$ cat src/rtl/div_acc.sv
// Iterative radix-2 restoring unsigned divider: one quotient bit per cycle,
// results registered and held until the next accepted start.
module div_acc #(
  parameter int WIDTH = 16
) (
  input  logic             Clk,
  input  logic             Reset,
  input  logic             StartDiv,
  input  logic [WIDTH-1:0] Divident,
  input  logic [WIDTH-1:0] Divisor,
  output logic [WIDTH-1:0] Quotient,
  output logic [WIDTH-1:0] Remainder,
  output logic             Done,
  output logic             Busy,
  output logic             DivByZero
);
  localparam int CNT_W = $clog2(WIDTH) + 1;

  localparam logic [1:0] S_IDLE = 2'd0;
  localparam logic [1:0] S_RUN  = 2'd1;
  localparam logic [1:0] S_DONE = 2'd2;

  logic [1:0]       state;
  logic [CNT_W-1:0] cnt;
  logic [WIDTH:0]   rem;
  logic [WIDTH-1:0] dvd;
  logic [WIDTH-1:0] dsr;
  logic             dz;

  // {rem, dividend} shifted left by one; the trial difference sign is bit WIDTH+1
  logic [WIDTH+1:0] shifted;
  logic [WIDTH+1:0] diff;
  logic             neg;

  assign shifted = {rem, dvd[WIDTH-1]};
  assign diff    = shifted - {2'b00, dsr};
  assign neg     = diff[WIDTH+1];

  assign Done = (state == S_DONE);
  assign Busy = (state != S_IDLE);

  always_ff @(posedge Clk or negedge Reset) begin
    if (!Reset) begin
      state     <= S_IDLE;
      cnt       <= '0;
      rem       <= '0;
      dvd       <= '0;
      dsr       <= '0;
      dz        <= 1'b0;
      Quotient  <= '0;
      Remainder <= '0;
      DivByZero <= 1'b0;
    end else begin
      case (state)
        S_IDLE: begin
          if (StartDiv) begin
            dvd   <= Divident;
            dsr   <= Divisor;
            rem   <= '0;
            dz    <= (Divisor == '0);
            // a zero divisor runs no iterations, only the finalize cycle
            cnt   <= (Divisor == '0) ? '0 : CNT_W'(WIDTH);
            state <= S_RUN;
          end
        end
        S_RUN: begin
          if (cnt != '0) begin
            rem <= neg ? shifted[WIDTH:0] : diff[WIDTH:0];
            dvd <= {dvd[WIDTH-2:0], ~neg};
            cnt <= cnt - 1'b1;
          end else begin
            if (dz) begin
              Quotient  <= '1;
              Remainder <= dvd;
              DivByZero <= 1'b1;
            end else begin
              Quotient  <= dvd;
              Remainder <= rem[WIDTH-1:0];
              DivByZero <= 1'b0;
            end
            state <= S_DONE;
          end
        end
        S_DONE:  state <= S_IDLE;
        default: state <= S_IDLE;
      endcase
    end
  end
endmodule

$ cat config.mk
export PLATFORM = sky130hd
export DESIGN_NAME = div_acc
export DESIGN_NICKNAME = d
export VERILOG_FILES = /design/src/rtl/div_acc.sv
export SDC_FILE = /design/constraint.sdc
export NUM_CORES = 1
export LEC_CHECK = 0
export ABC_CLOCK_PERIOD_IN_PS = 6500
export CAP_MARGIN = 30
export CORE_ASPECT_RATIO = 1.1
export CORE_MARGIN = 2
export CORE_UTILIZATION = 38
export CTS_BUF_LIST = sky130_fd_sc_hd__clkbuf_4
export CTS_CLUSTER_DIAMETER = 50
export DETAILED_ROUTE_END_ITERATION = 12
export GPL_TIMING_DRIVEN = 0
export PLACE_DENSITY = 0.67
export SYNTH_ARGS = -nofsm -noshare
export SYNTH_HDL_FRONTEND = slang
export SYNTH_SLANG_ARGS = --single-unit
$ cat constraint.sdc
create_clock -name Clk -period 6.5 [get_ports Clk]
set_clock_uncertainty 0.05 [all_clocks]
set_input_delay 1.3 -clock Clk [delete_from_list [all_inputs] [get_ports Clk]]
set_output_delay 1.3 -clock Clk [all_outputs]
set_load 0.005 [all_outputs]
==> flow_summary.json, run 1 <==
{
  "status": "completed",
  "synth_top_family_by_area": "simple AND/OR/NAND/NOR gates",
  "crit_fanout": 10,
  "post_cts_buffers": 0,
  "synth_area_um2": 4860,
  "ctsHtreeMaxLevel": 3,
  "detail-route-antenna-nets": 0,
  "n_fill_cell": 1214,
  "postSynthAreaPerCell_um2": 8.99,
  "synth-main-ff-cell": "dfrtp_1",
  "drc": 0,
  "numCtsBuffers": 9,
  "grtUsageTotal_pct": 19.3,
  "fin_nets": 675,
  "max_freq_mhz": 335,
  "drive_gt1_share_pct": 5.92,
  "via_per_inst": 5.20,
  "drt_first_pass_iters": 5,
  "antenna_found_initial": 0,
  "post-dp-hpwl_um": 9810,
  "ys_warn_count": 0,
  "endpoint_kind": "register",
  "synthXorXnorAreaFrac_pct": 2.70,
  "worstHoldPathType": "register to register",
  "grt_pass1_wl_um": 21000,
  "ys_seq_area_share_pct": 46.4,
  "n_antenna_cell": 0,
  "pin_count": 70,
  "dp_slack_ns": 3.05,
  "finalHoldViolCount": 0,
  "port_buffers": 69,
  "clock-sinks": 90,
  "wl_um": 12400,
  "yosysUniqueCellTypes": 54,
  "detail_route.wl_per_cell_um": 15.9,
  "synth.net_count": 594,
  "power.total_mw": 3.55,
  "synth_simple_gate_area_share_pct": 18.2,
  "grt-ovfl-total": 0,
  "drtIter0Drc": 267,
  "peakVddDrop_mv": 0.202,
  "die_w_um": 112,
  "first_global_vias": 4142,
  "path_clk_slew_ns": 0.15,
  "rsz0062_at_grt": "no",
  "cap_violations": 0,
  "synthMuxAreaShare_pct": 6.80,
  "grt_max_degree": 67,
  "min_period_over_period_pct": 46.0,
  "worstSetupPathType": "input port to register",
  "synth-compound-area-share_pct": 15.7,
  "setup_viol": 0,
  "core-area_um2": 12500,
  "dr_total_vias": 4063,
  "cellPowerDensity_nw_per_um2": 601,
  "globalplace.congestion": 0.836,
  "cts_tree": "built",
  "start_kind": "input port",
  "fp.dieH_um": 123,
  "fin_crit_ns": 2.99,
  "critPathBufInv": 4,
  "clock_path_buffers": 2,
  "cp.required_ns": 6.82,
  "rrSetupSlack_ns": 3.78,
  "tightest_slew_ns": 0.761,
  "slowest_stage": "clkdlybuf4s50_1",
  "crit_arrival_ns": 3.31,
  "crit_chain": "clkdlybuf4s50_1, and2_1, clkbuf_1, nor2_1, inv_1, clkbuf_1, nor2_1, a31oi_1",
  "synthAdderAreaFrac_pct": 5.05,
  "power_leakage_nw": 2.61,
  "synth_edf_count": 0,
  "initial_core_util_pct": 38.7,
  "cts_root_buf": "clkbuf_4",
  "ys_async_sr_fraction_pct": 100,
  "cp_top_family": "buffers and inverters",
  "netlist_instances": 540,
  "synth_seq_cells": 90,
  "rows": 43,
  "area_growth_pct": 21.5,
  "relSlewSlack_pct": 49.2,
  "slowest_delay_ns": 0.52,
  "cts-resized-gates": 0,
  "clkLatencyLatePin_ns": 0.44,
  "final.setup.tns_ns": 0,
  "fin_ws_ns": 3.51,
  "hold_buffers": 0,
  "die_area_um2": 13700,
  "drv_slew": 0
}
==> synthesized netlist by cell type, types with 2 or more instances <==
cell type | instances | area, µm²
nand2b_1 | 4 | 25.0
xor2_1 | 3 | 26.3
nand2_1 | 108 | 405
nand4_1 | 3 | 18.8
buf_1 | 2 | 7.51
dfrtp_1 | 90 | 2250
o22ai_1 | 2 | 12.5
o21ai_1 | 4 | 20.0
and3_1 | 3 | 18.8
and2_2 | 2 | 15.0
o21a_1 | 2 | 15.0
ha_1 | 18 | 225
xnor2_1 | 12 | 105
nand3_1 | 12 | 60.1
mux2i_1 | 30 | 300
buf_6 | 3 | 33.8
and4_1 | 2 | 17.5
nor2_1 | 48 | 180
nor4_1 | 7 | 43.8
clkbuf_1 | 22 | 82.6
nor2b_1 | 3 | 18.8
inv_1 | 25 | 93.8
o21ai_0 | 61 | 305
a32oi_1 | 2 | 17.5
and2_1 | 3 | 18.8
a31oi_1 | 17 | 106
a21o_1 | 6 | 45.0
o211ai_1 | 2 | 15.0
a21oi_1 | 17 | 85.1
mux2_4 | 2 | 30.0
o21ai_2 | 2 | 17.5
==> layout by cell type (no fill, tap or decap), types with 3 or more instances in the layout <==
| cell type | netlist | final |
|---|---|---|
| a31oi_1 | 17 | 17 |
| clkbuf_4 | 0 | 9 |
| ha_1 | 18 | 18 |
| and3_1 | 3 | 3 |
| o21ai_1 | 4 | 4 |
| clkdlybuf4s50_1 | 0 | 68 |
| mux2i_1 | 30 | 30 |
| nand4_1 | 3 | 3 |
| dfrtp_1 | 90 | 90 |
| and2_1 | 3 | 3 |
| nor2_1 | 48 | 48 |
| clkbuf_1 | 22 | 22 |
| o21ai_0 | 61 | 61 |
| buf_6 | 3 | 3 |
| inv_1 | 25 | 25 |
| nor2b_1 | 3 | 3 |
| nand2b_1 | 4 | 4 |
| nor4_1 | 7 | 7 |
| a21o_1 | 6 | 6 |
| a21oi_1 | 17 | 17 |
| xnor2_1 | 12 | 12 |
| nand3_1 | 12 | 12 |
| xor2_1 | 3 | 3 |
| nand2_1 | 108 | 108 |
==> flip-flops by register name (all words and copies together), names as in the netlist <==
name	flops
dsr	16
dvd	16
Quotient	16
cnt	5
DivByZero	1
rem	17
dz	1
state	2
Remainder	16
==> worst paths after layout <==
kind                           start          end  cells after the start
max                         StartDiv      dvd[11]                      8
min                        DivByZero    DivByZero                      2
max reg2reg                   rem[7]      rem[11]                     10
min reg2reg                DivByZero    DivByZero                      2
max in group asynchronous      Reset       dsr[3]                      2
min in group asynchronous      Reset  Quotient[3]                      1
==> cell families after synthesis <==
family	Yosys count
buf+inv	55
xor+xnor	15
mux	32
flops	90
fa+ha+maj	19
compound gates	127
simple gates	202
==> worst register-to-register path, delay by kind of cell (launching register included) <==
kind                       cells  cell delay [ns]
adders and majority gates      1             0.43
muxes                          1             0.20
AOI/OAI and AO/OA              2             0.29
DFF                            1             0.48
and+or+nand+nor                4             0.81
buffers and inverters          2             0.35
==> per-stage QoR <==
| stage | cells | util [%] | instance area, µm² | hold WS, ns |
|---|---|---|---|---|
| after floorplan | 540 | - | 4860 | 0.400 |
| after global placement | 766 | 45.8 | 5740 | 0.413 |
| after detailed placement | 767 | 46.0 | 5770 | 0.419 |
| after CTS | 782 | 47.1 | 5900 | 0.451 |
| after global routing | 782 | 47.1 | 5900 | 0.476 |
| final | 782 | 47.1 | 5900 | 0.447 |
==> per-layer routing <==
metal | GRT usage, % | vias up | share of wire, %
li1 | - | 2012 | -
met1 | 25.0 | 1920 | 46
met2 | 32.4 | 114 | 47
met3 | 3.31 | 17 | 5.5
met4 | 7.56 | 0 | 1.8
met5 | 0 | - | 0
==> cell type report <==
cell class / instances / area, µm² / share of cell area (%)
plain buffers: 30 / 159 / 2.69
clock buffers: 9 / 67.6 / 1.14
clock inverters: 6 / 66.3 / 1.12
inverters: 25 / 93.8 / 1.59
multi-input cells: 395 / 2350 / 39.8
flip-flops and latches: 90 / 2250 / 38.2
well taps: 157 / 196 / 3.33
repair buffers: 70 / 716 / 12.1
==> where the power goes <==
group | switching, mW | internal [mW]
registers | 0.211 | 0.829
logic | 1.16 | 1.02
clock network | 0.203 | 0.117
Note: power is estimated with default switching activity, not from simulation.
==> run 2: changes to the inputs <==
--- a/config.mk
+++ b/config.mk
@@ -5,7 +5,7 @@
 export SDC_FILE = /design/constraint.sdc
 export NUM_CORES = 1
 export LEC_CHECK = 0
-export ABC_CLOCK_PERIOD_IN_PS = 6500
+export ABC_CLOCK_PERIOD_IN_PS = 3000
 export CAP_MARGIN = 30
 export CORE_ASPECT_RATIO = 1.1
 export CORE_MARGIN = 2
==> constraint.sdc (replaced) <==
create_clock -name Clk -period 3 [get_ports Clk]
set_clock_uncertainty 0.05 [all_clocks]
set_input_delay 0.6 -clock Clk [delete_from_list [all_inputs] [get_ports Clk]]
set_output_delay 0.6 -clock Clk [all_outputs]
set_load 0.005 [all_outputs]
==> flow_summary.json, run 2 (synthesis results as in run 1) <==
{
  "numCtsBuffers": 9,
  "largest_reg_flops": 17,
  "path_clk_slew_ns": 0.14,
  "relSlewSlack_pct": 48.8,
  "combPwrFrac_pct": 61.7,
  "grtUsageTotal_pct": 19.3,
  "final_common_cell": "nand2_1",
  "core-area_um2": 12500,
  "drive_gt1_share_pct": 5.91,
  "port_buffers": 69,
  "final_cell_mix": "108 x nand2_1, 90 x dfrtp_1, 68 x clkdlybuf4s50_1",
  "first_global_vias": 4150,
  "wl_um": 12500,
  "crit_fanout": 10,
  "p_switching_mw": 3.42,
  "antenna_found_initial": 0,
  "grt-ovfl-total": 0,
  "clkLatencyLatePin_ns": 0.44,
  "power.total_mw": 7.70,
  "cts_root_buf": "clkbuf_4",
  "post-dp-hpwl_um": 9810,
  "min_period_over_period_pct": 90.7,
  "cap_violations": 0,
  "fin_nets": 676,
  "detail_route.wl_per_cell_um": 15.9,
  "drv_slew": 0,
  "fp.dieH_um": 123,
  "max_flop_register": "rem",
  "grt_pass1_wl_um": 21000,
  "n_antenna_cell": 0,
  "setup_viol": 0,
  "die_area_um2": 13700,
  "drtIter0Drc": 221,
  "p_clk_share_pct": 9.0,
  "endpoint_kind": "register",
  "peakVddDrop_mv": 0.438,
  "grt_max_degree": 67,
  "tightest_slew_ns": 0.767,
  "clock-sinks": 90,
  "status": "completed",
  "p_int_mw": 4.27,
  "worstHoldPathType": "register to register",
  "swShare_pct": 44.5,
  "worstSetupPathType": "register to register",
  "cp.required_ns": 3.28,
  "fin_ws_ns": 0.279,
  "detail-route-antenna-nets": 0,
  "crit_arrival_ns": 3.00,
  "ctsHtreeMaxLevel": 3,
  "drc": 0,
  "dr_total_vias": 4119,
  "cts_tree": "built",
  "pin_count": 70,
  "rsz0062_at_grt": "no",
  "clock_path_buffers": 2,
  "initial_core_util_pct": 38.7,
  "fin_crit_ns": 2.72,
  "cellPowerDensity_nw_per_um2": 1300,
  "die_w_um": 112,
  "globalplace.congestion": 0.836,
  "cts-resized-gates": 0,
  "start_kind": "register",
  "dp_slack_ns": 0.249,
  "via_per_inst": 5.26,
  "drt_first_pass_iters": 5,
  "power_leakage_nw": 2.61,
  "rows": 43,
  "sequentialPowerShare_pct": 29.3,
  "finalHoldViolCount": 0,
  "n_fill_cell": 1213,
  "area_growth_pct": 21.7,
  "max_freq_mhz": 367
}
run 2: cell count changes in the layout (fill, tap and decap cells not counted), sizes merged:
cell	change
dlygate4sd3	+1
run 2: path summary, 6_finish.rpt:
check / start / endpoint / slack [ns] / depth (start not counted)
worst max register to register: rem[7] / rem[11] / 0.28 / 10
worst min register to register: Quotient[12] / Quotient[12] / 0.45 / 2
min in group asynchronous: Reset / Quotient[3] / 0.53 / 2
max in group asynchronous: Reset / dsr[3] / 1.72 / 3
worst min-delay path: Quotient[12] / Quotient[12] / 0.45 / 2
worst max-delay path: rem[7] / rem[11] / 0.28 / 10
run 2: timing repair:
action | CTS | global route
hold endpoints to repair | 24 | 0
setup endpoints to repair | 0 | 0
buffers inserted | 0 | 0
hold buffers | 1 | 0
run 2: power by group through the flow:
stage / Combinational (mW) / Clock, mW / Sequential (mW)
floorplan: 3.47 / 0 / 2.15
global placement: 4.64 / 0 / 2.25
detailed placement: 4.76 / 0 / 2.28
CTS: 4.78 / 0.704 / 2.25
global route: 5.34 / 0.757 / 2.33
finish: 4.75 / 0.692 / 2.25
run 2: cell type report:
class | instances | area (µm²) | share of cell area (%)
Timing Repair Buffer | 71 | 726 | 12.3
Buffer | 30 | 159 | 2.69
Multi-Input combinational cell | 395 | 2350 | 39.8
Inverter | 25 | 93.8 | 1.59
Sequential cell | 90 | 2250 | 38.1
Clock buffer | 9 | 67.6 | 1.14
Tap cell | 157 | 196 | 3.32
Clock inverter | 6 | 66.3 | 1.12
run 2: per-stage QoR:
step	std cells	setup TNS [ns]	area (µm²)	util, %	hold slack, ns
finish	783	0	5910	47.2	0.449
global route	783	0	5910	47.2	0.476
CTS	783	0	5910	47.2	0.451
detailed placement	767	0	5770	46.0	0.419
global placement	766	-168.47	5740	45.8	0.413
floorplan	540	0	4860	-	0.254
run 2: critical path, cell delays in order, from the launching register on:
cell and delay (ns):
dfrtp_1 0.48, ha_1 0.43, and2_4 0.21, and3_4 0.20, o2111ai_2 0.20, and3_1 0.24, nor3_2 0.16, buf_6 0.20
buf_12 0.15, mux2i_1 0.20, o22ai_1 0.09
run 2: per-layer routing:
metal	track usage [%]	routed length, µm	vias up
met2	32.5	5790	127
met5	0	0	-
li1	-	-	2014
met3	3.26	682	19
met4	7.56	303	0
met1	25.0	5690	1959
